File: src/rtl/ov_capture_win.sv
// DVP camera capture: crops a pixel window out of decimated frames and assembles BPP bytes per pixel.
// PIX_VALID lands two OV_PCLK cycles after the last pixel byte on OV_DVP; sensor-paced, no backpressure.
module ov_capture_win #(
  parameter int DVP_W  = 8,
  parameter int BPP    = 2,
  parameter int X_W    = 12,
  parameter int Y_W    = 11,
  parameter int SKIP_W = 4
) (
  input  logic                 OV_PCLK,
  input  logic                 RST,
  input  logic [DVP_W-1:0]     OV_DVP,
  input  logic                 OV_HREF,
  input  logic                 OV_VSYNC,
  input  logic                 CFG_EN,
  input  logic [X_W-1:0]       CFG_X0,
  input  logic [Y_W-1:0]       CFG_Y0,
  input  logic [X_W-1:0]       CFG_W,
  input  logic [Y_W-1:0]       CFG_H,
  input  logic [SKIP_W-1:0]    CFG_SKIP,
  output logic [BPP*DVP_W-1:0] PIX_DATA,
  output logic                 PIX_VALID,
  output logic                 PIX_SOF,
  output logic                 PIX_EOL,
  output logic                 FRAME_DONE,
  output logic                 LINE_ERR,
  output logic [X_W-1:0]       X_CONT,
  output logic [Y_W-1:0]       Y_CONT,
  output logic [15:0]          FRAME_CNT
);

  typedef enum logic [1:0] {IDLE, ARM, CAPT, SKIP} state_t;

  localparam int PH_W = (BPP > 1) ? $clog2(BPP) : 1;
  localparam logic [PH_W-1:0] PH_LAST = PH_W'(BPP - 1);

  state_t state, state_n;
  logic   capt;

  logic [DVP_W-1:0]     dvp_s1;
  logic                 href_s1, vsync_s1, href_d, vsync_d;
  logic                 fs, fe, href_fall;
  logic [PH_W-1:0]      phase;
  logic                 pix_done;
  logic [BPP*DVP_W-1:0] pix_asm;

  logic [X_W-1:0]       x0_l, w_l;
  logic [Y_W-1:0]       y0_l, h_l;
  logic [SKIP_W-1:0]    skip_cnt;
  logic [X_W:0]         x_end, x_ext;
  logic [Y_W:0]         y_end, y_ext;
  logic                 x_in, y_in, x_last, emit, pix_seen, frame_end;

  always_ff @(posedge OV_PCLK) begin
    if (RST) begin
      dvp_s1   <= '0;
      href_s1  <= 1'b0;
      vsync_s1 <= 1'b0;
      href_d   <= 1'b0;
      vsync_d  <= 1'b0;
    end else begin
      dvp_s1   <= OV_DVP;
      href_s1  <= OV_HREF;
      vsync_s1 <= OV_VSYNC;
      href_d   <= href_s1;
      vsync_d  <= vsync_s1;
    end
  end

  assign fs        = vsync_d & ~vsync_s1;
  assign fe        = ~vsync_d & vsync_s1;
  assign href_fall = href_d & ~href_s1;
  assign pix_done  = href_s1 && (phase == PH_LAST);

  always_ff @(posedge OV_PCLK) begin
    if (RST || !href_s1)
      phase <= '0;
    else
      phase <= (phase == PH_LAST) ? '0 : phase + PH_W'(1);
  end

  // Earlier bytes of the pixel are held so the first byte ends up in the MSBs.
  generate
    if (BPP == 1) begin : g_single
      assign pix_asm = dvp_s1;
    end else begin : g_multi
      logic [(BPP-1)*DVP_W-1:0] hold;
      always_ff @(posedge OV_PCLK) begin
        if (RST) hold <= '0;
        else     hold <= pix_asm[(BPP-1)*DVP_W-1:0];
      end
      assign pix_asm = {hold, dvp_s1};
    end
  endgenerate

  always_ff @(posedge OV_PCLK) begin
    if (RST || !href_s1)  X_CONT <= '0;
    else if (pix_done)    X_CONT <= X_CONT + X_W'(1);
  end

  always_ff @(posedge OV_PCLK) begin
    if (RST || vsync_s1)  Y_CONT <= '0;
    else if (href_fall)   Y_CONT <= Y_CONT + Y_W'(1);
  end

  always_ff @(posedge OV_PCLK) begin
    if (RST) begin
      x0_l     <= '0;
      y0_l     <= '0;
      w_l      <= '0;
      h_l      <= '0;
      skip_cnt <= '0;
    end else if (fs) begin
      x0_l     <= CFG_X0;
      y0_l     <= CFG_Y0;
      w_l      <= CFG_W;
      h_l      <= CFG_H;
      skip_cnt <= (skip_cnt == '0) ? CFG_SKIP : skip_cnt - SKIP_W'(1);
    end
  end

  always_ff @(posedge OV_PCLK) begin
    if (RST) state <= IDLE;
    else     state <= state_n;
  end

  always_comb begin
    state_n = state;
    if (!CFG_EN && vsync_s1) begin
      state_n = IDLE;
    end else begin
      case (state)
        IDLE:       if (CFG_EN) state_n = ARM;
        ARM:        if (fs && CFG_EN) state_n = (skip_cnt == '0) ? CAPT : SKIP;
        CAPT, SKIP: if (fe) state_n = ARM;
        default:    state_n = IDLE;
      endcase
    end
  end

  always_comb begin
    capt = 1'b0;
    case (state)
      CAPT:    capt = 1'b1;
      default: capt = 1'b0;
    endcase
  end

  // One extra bit keeps x0+w and y0+h from wrapping.
  assign x_ext  = {1'b0, X_CONT};
  assign y_ext  = {1'b0, Y_CONT};
  assign x_end  = {1'b0, x0_l} + {1'b0, w_l};
  assign y_end  = {1'b0, y0_l} + {1'b0, h_l};
  assign x_in   = (x_ext >= {1'b0, x0_l}) && (x_ext < x_end);
  assign y_in   = (y_ext >= {1'b0, y0_l}) && (y_ext < y_end);
  assign x_last = (x_ext + (X_W+1)'(1)) == x_end;
  assign emit   = pix_done && x_in && y_in && capt;

  assign frame_end = capt && fe && pix_seen;

  always_ff @(posedge OV_PCLK) begin
    if (RST) begin
      PIX_DATA   <= '0;
      PIX_VALID  <= 1'b0;
      PIX_SOF    <= 1'b0;
      PIX_EOL    <= 1'b0;
      pix_seen   <= 1'b0;
      FRAME_DONE <= 1'b0;
      FRAME_CNT  <= '0;
      LINE_ERR   <= 1'b0;
    end else begin
      PIX_VALID  <= emit;
      PIX_SOF    <= emit && !pix_seen;
      PIX_EOL    <= emit && x_last;
      if (emit) PIX_DATA <= pix_asm;
      if (fs)        pix_seen <= 1'b0;
      else if (emit) pix_seen <= 1'b1;
      FRAME_DONE <= frame_end;
      if (frame_end) FRAME_CNT <= FRAME_CNT + 16'd1;
      if (href_fall && phase != '0) LINE_ERR <= 1'b1;
    end
  end

endmodule

File: config.mk
export PLATFORM = sky130hd
export DESIGN_NAME = ov_capture_win
export DESIGN_NICKNAME = d
export VERILOG_FILES = /design/src/rtl/ov_capture_win.sv
export SDC_FILE = /design/constraint.sdc
export NUM_CORES = 1
export LEC_CHECK = 0
export CAP_MARGIN = 20
export CORE_MARGIN = 3
export CORE_UTILIZATION = 54
export CTS_BUF_LIST = sky130_fd_sc_hd__clkbuf_16
export CTS_CLUSTER_DIAMETER = 120
export DETAILED_ROUTE_END_ITERATION = 6
export MAX_ROUTING_LAYER = met4
export PLACE_DENSITY = 0.77
export SYNTH_ARGS = -nofsm -noshare
export SYNTH_HDL_FRONTEND = slang
export SYNTH_SLANG_ARGS = --single-unit
File: constraint.sdc
create_clock -name OV_PCLK -period 4 [get_ports OV_PCLK]
set_input_delay 0.8 -clock OV_PCLK [delete_from_list [all_inputs] [get_ports OV_PCLK]]
set_output_delay 0.8 -clock OV_PCLK [all_outputs]
set_load 0.05 [all_outputs]
### Word level (Yosys, flattened, before mapping)

Index checks and enable logic that the tools add are counted.

| word-level totals | value |
|---|---|
| output and inout bits | 60 |
| flip-flop bits (word level) | 134 |
| input port bits | 63 |

| operators by class | value |
|---|---|
| equal/unequal tests | 7 |
| mux-type cells | 7 |
| bitwise logic cells | 6 |
| reduce and logical (&&, ||, !) cells | 25 |
| $lt $le $gt $ge | 4 |
| add/sub/neg operators | 8 |

Operator list:

| cell | count |
|---|---|
| adder 16 x 1 -> 16 bit, second input constant | 1 |
| adder 12 x 1 -> 13 bit, second input constant | 1 |
| adder 12 x 12 -> 13 bit | 1 |
| == test 13 bit | 1 |
| logical AND 1 bit | 13 |
| < comparator 12 x 13 -> 1 bit | 1 |
| adder 11 x 11 -> 12 bit | 1 |
| adder 12 x 1 -> 12 bit, second input constant | 1 |
| greater-or-equal comparator 12 bit | 1 |
| < comparator 11 x 12 -> 1 bit | 1 |
| adder 11 x 1 -> 11 bit, second input constant | 1 |
| greater-or-equal comparator 11 bit | 1 |
| OR reduction 2 bit | 4 |
| 2-to-1 mux 2 bit | 3 |
| inequality test 2 bit, second input constant | 3 |
| one-hot mux 2 bit (3 select lines) | 1 |
| == test 2 bit, second input constant | 2 |
| logical NOT 4 bit | 1 |
| 2-to-1 mux 4 bit | 1 |
| subtractor 4 x 1 -> 4 bit, second input constant | 1 |
| AND 1 bit | 3 |
| logical NOT 1 bit | 3 |
| NOT 1 bit | 3 |
| AND reduction 3 bit | 1 |
| 5 further kinds | 7 |

### Longest topological paths before layout

| depth | value |
|---|---|
| word-level depth | 7 |
| depth in mapped cells | 20 |
| mapped depth without buffers | 18 |

### Worst setup path after synthesis

OpenSTA, ideal clock, no wires.

| timing path | value |
|---|---|
| kind | register to register |
| from | register x0_l[0] |
| to | register PIX_DATA[10] |
| clock period less this slack | 3.541 ns |
| required time | 3.861 ns |
| buffers on the path | 1 |
| arrival | 3.402 ns |
| setup slack | 0.459 ns |
| stages on the path, launching flop included | 18 |
| path through | dfxtp_1 -> ha_1 -> inv_1 -> fa_1 -> nand2b_1 -> a21oi_2 -> o41a_1 -> mux2i_1 -> and3_1 -> ha_1 -> a21o_1 -> a21oi_1 -> nand2_1 -> a21oi_1 -> o211ai_1 -> buf_4 -> o21ai_2 -> a21oi_2 |

| between the ends | value |
|---|---|
| word-level cells in the longest chain between the ends | 6 |

Ends and longest elaborated chain:

| what | line | text |
|---|---|---|
| start: declaration | 47 | `logic [X_W-1:0] x0_l, w_l;` |
| start signal: assignment | 108 | `x0_l <= '0;` |
| start signal: assignment | 114 | `x0_l <= CFG_X0;` |
| adder 12 x 12 -> 13 bit | 152 | `assign x_end = {1'b0, x0_l} + {1'b0, w_l};` |
| < comparator 12 x 13 -> 1 bit | 154 | `assign x_in = (x_ext >= {1'b0, x0_l}) && (x_ext < x_end);` |
| logical AND 1 bit * | 154 |  |
| logical AND 1 bit * (3 in series) | 157 | `assign emit = pix_done && x_in && y_in && capt;` |
| end signal: assignment | 175 | `if (emit) PIX_DATA <= pix_asm;` |
| end: declaration | 21 | `output logic [BPP*DVP_W-1:0] PIX_DATA,` |

Every way passes the cells marked *; elsewhere a longest branch is shown, timed or not.
A chain may end at the register's enable or synchronous reset.

### Worst setup path in the final report

| timing path | value |
|---|---|
| from | register x0_l[0] |
| to | register PIX_DATA[5] |

Same word-level chain as after synthesis.

==> run_results.csv <==
group,metric,value,unit
setup_path,start_kind,"flip-flop",
clock_tree,cts.path.max_buffers,2,
die,fp.dieH,124,um
die,num_rows,42,
setup_path,crit_family,"compound AO/OA/AOI/OAI gates",
route,dr.first_iter.drc_count,413,
place,pre_cts_slack,0.0927,ns
cells_and_area,final_area,9540,um^2
cells_and_area,layout_commonest_cell,"nand2_1",
setup_path,cp_data_required_time,4.30,ns
pwr,internal_power,2.47,mW
cells_and_area,syn_to_final_growth,27.4,%
grt,grt_usage,0.243,
route,route.detailed.drc,0,
grt,antenna_found_initial,1,
route,route.vias.total,6541,
pwr,vdd_drop_max,0.319,mV
logic_synthesis,synth-main-ff-cell,"dfxtp_1",
clock_tree,tritoncts,"built",
sta,fin_crit,3.81,ns
cells_and_area,layout_common_cells,"nand2_1, dfxtp_1, clkdlybuf4s50_1, a21oi_1, ha_1",
die,core_area,13400,um^2
setup_path,endpoint_kind,"flip-flop",
logic_synthesis,synthXorXnorAreaFrac,0.0777,
pwr,power.density,349,nW/um^2
setup_path,worst-path-buf-inv,2,
pwr,p_leak,3.56,nW
clock_tree,ctsHtreeMaxLevel,4,
pwr,pwr-share-clk,0.475,
sta,worst_slew_pin_slew,0.963,ns
setup_path,critPathMaxFanout,9,
logic_synthesis,synthAdderAreaFrac,0.126,
cells_and_area,drive_above_1_share,0.0976,
cells_and_area,layout.nets,1149,
setup_path,path_cells,"ha_1 > inv_1 > fa_1 > nand2b_1 > a21oi_4 > o41a_1 > mux2i_1 > and3_4 > ha_1 > a21o_1 > a21oi_1 > nand2_1 > a21oi_2 > o211ai_1 > buf_6 > o21ai_0 > a21oi_1",
cells_and_area,fin_cells,1202,
die,die-area,15300,um^2
logic_synthesis,synth_seq_cells,134,
setup_path,crit_type,"reg2reg",
setup_path,r2r_slack,0.19,ns
place,dp.cells,1159,
sta,fmax,263,MHz
die,start_util,0.559,
sta,period_share,0.951,
cells_and_area,register_area,2680,um^2
place,gp_congestion,0.870,
die,io_pins,123,
logic_synthesis,ys_warn_count,0,
clock_tree,clkLatencyLatePin,0.43,ns
setup_path,critPathSlowestCell,"fa_1",
place,dp_hpwl,12700,um
logic_synthesis,synth-async-reset-ratio,0,
pwr,p_switching,858,uW
clock_tree,path_clk_slew,0.06,ns
sta,rsz0062_at_grt,"true",
route,first_pass_iters,5,
sta,finalSetupViolations,0,
logic_synthesis,synth-simple-area-share,0.216,
grt,grt_overflow,0,
cells_and_area,fillers,1056,
route,routed_wl,17700,um
sta,final_max_slew_viol_count,0,
die,fp.dieW,124,um
grt,grt_pass1_wl,28600,um
setup_path,critPathMaxStageDelay,0.38,ns
setup_path,worst-endpoint-arrival,4.10,ns
logic_synthesis,synth_top_family_by_area,"simple AND/OR/NAND/NOR gates",
logic_synthesis,ys_seq_area_frac,0.358,
logic_synthesis,avgSynthCellArea,8.40,um^2
run_status,status,"finished clean",
sta,layout_setup_ws,0.195,ns
place,place_area,8830,um^2
place,port_buffers,122,
logic_synthesis,syn_inst,892,
sta,clock_skew,0.00947,ns
logic_synthesis,synth_fp_nets,1029,
sta,slew_headroom,0.356,
logic_synthesis,synthMuxAreaShare,0.00835,
pwr,p_total,3.33,mW
grt,grt_max_degree,53,
cells_and_area,multi_input_area,4530,um^2
logic_synthesis,synth-compound-area-share,0.171,
pwr,seqPwrFrac,0.415,
clock_tree,cts_inserted_buffers,17,
pwr,pwr-share-comb,0.110,
clock_tree,cts_root_buf,"clkbuf_16",
logic_synthesis,ys_types,65,
grt,grt_pass1_vias,5948,
route,wl_per_cell,14.7,um
logic_synthesis,synth_enable_flop_cells,0,
sta,hold_viol,0,
route,viasPerCell,5.44,
route,antenna_left,0,
logic_synthesis,netlist_area,7490,um^2
clock_tree,numClockSinks,134,
run,cap_violations,0,
hold_path,holdCritPathClass,"reg2reg",
pwr,swShare,0.258,
==> layer usage <==
layer  vias to the layer above  track usage  part of all wire  wire (um)
met5                         -            -                 0          0
li1                       3329            -                 -          -
met3                        23       0.0649             0.062       1090
met2                       168        0.357              0.45       7930
met4                         0       0.0796             0.017        304
met1                      3021        0.328              0.47       8370
==> flip-flops by register name (all words and copies together) (netlist names), 2 cells and up <==
register and count:
FRAME_CNT 16, PIX_DATA 16, X_CONT 12, Y_CONT 11, dvp_s1 8, g_multi.hold 8
h_l 11, skip_cnt 4, state 2, w_l 12, x0_l 12, y0_l 11
==> per-stage QoR <==
step	util	TNS, ns	hold WS, ns
2_1_floorplan	-	0	0.418
3_3_place_gp	0.659	0	0.436
3_5_place_dp	0.659	0	0.443
4_1_cts	0.703	0	0.457
5_1_grt	0.712	-0.0490	0.474
6_report	0.712	0	0.454
==> cells in the mapped netlist (2+ instances only) <==
master / number / area [um^2]
a211o_1: 2 / 17.5
a211oi_1: 8 / 60.1
a211oi_2: 4 / 50.1
a21boi_0: 3 / 22.5
a21o_1: 7 / 52.6
a21oi_1: 86 / 430
a21oi_2: 12 / 105
a31oi_1: 6 / 37.5
and3_1: 12 / 75.1
and4b_1: 2 / 20.0
buf_1: 2 / 7.51
buf_2: 6 / 30.0
buf_4: 2 / 15.0
buf_6: 2 / 22.5
clkbuf_1: 26 / 97.6
dfxtp_1: 134 / 2680
fa_1: 2 / 40.0
ha_1: 72 / 901
inv_1: 40 / 150
mux2i_1: 4 / 40.0
nand2_1: 137 / 514
nand2b_1: 5 / 31.3
nand3_1: 34 / 170
nand3_2: 2 / 20.0
nand4_1: 16 / 100
nor2_1: 69 / 259
nor2b_1: 29 / 181
nor3_1: 19 / 95.1
nor3b_1: 4 / 30.0
nor4_1: 4 / 25.0
o211ai_1: 3 / 22.5
o21a_1: 2 / 15.0
o21ai_0: 26 / 130
o21ai_1: 3 / 15.0
o21ai_2: 9 / 78.8
o22ai_1: 2 / 12.5
o31ai_1: 2 / 15.0
o31ai_4: 2 / 42.5
or3_1: 6 / 37.5
xnor2_1: 23 / 201
xor2_1: 39 / 342
==> cell type report <==
cell class,count,share of cell area
repair buffers,139,0.143
clock inverters,15,0.0176
clock buffers,17,0.0446
flip-flops and latches,134,0.281
well taps,176,0.0231
inverters,40,0.0157
multi-input cells,680,0.475
diodes,1,0.000262
==> cells by family (layout without fill, tap and decap cells) <==
group,Yosys count,in the layout
simple gates,346,346
compound gates,191,191
flops,134,134
buf+inv,78,211
fa+ha+maj,74,74
xor+xnor,64,64
mux,5,5
other cells,0,1
==> path summary, 6_finish.rpt <==
path              startpoint      endpoint  cells after the start
max                  x0_l[0]   PIX_DATA[5]                     17
min          g_multi.hold[3]  PIX_DATA[11]                      2
max reg2reg          x0_l[0]   PIX_DATA[5]                     17
min reg2reg  g_multi.hold[3]  PIX_DATA[11]                      2
==> worst register-to-register path, delay by kind of cell (launching register included) <==
| family | cells | cell delay, ns |
|---|---|---|
| flops | 1 | 0.36 |
| simple gates | 3 | 0.52 |
| buf+inv | 2 | 0.30 |
| mux | 1 | 0.19 |
| compound gates | 8 | 1.48 |
| fa+ha+maj | 3 | 0.82 |
==> timing repair <==
action	in CTS	in global routing
setup endpoints to repair	0	19
hold buffers	0	0
gates resized for setup	0	11
setup buffers	0	9
==> power groups by stage <==
stage	sequential [mW]	combinational [mW]	clock, mW
6_report	1.38	0.366	1.58
5_1_grt	1.39	0.403	1.67
4_1_cts	1.38	0.328	1.60
3_5_place_dp	1.41	0.325	0
3_3_place_gp	1.41	0.321	0
2_1_floorplan	1.41	0.215	0
Power figures use the tool's default switching activity.
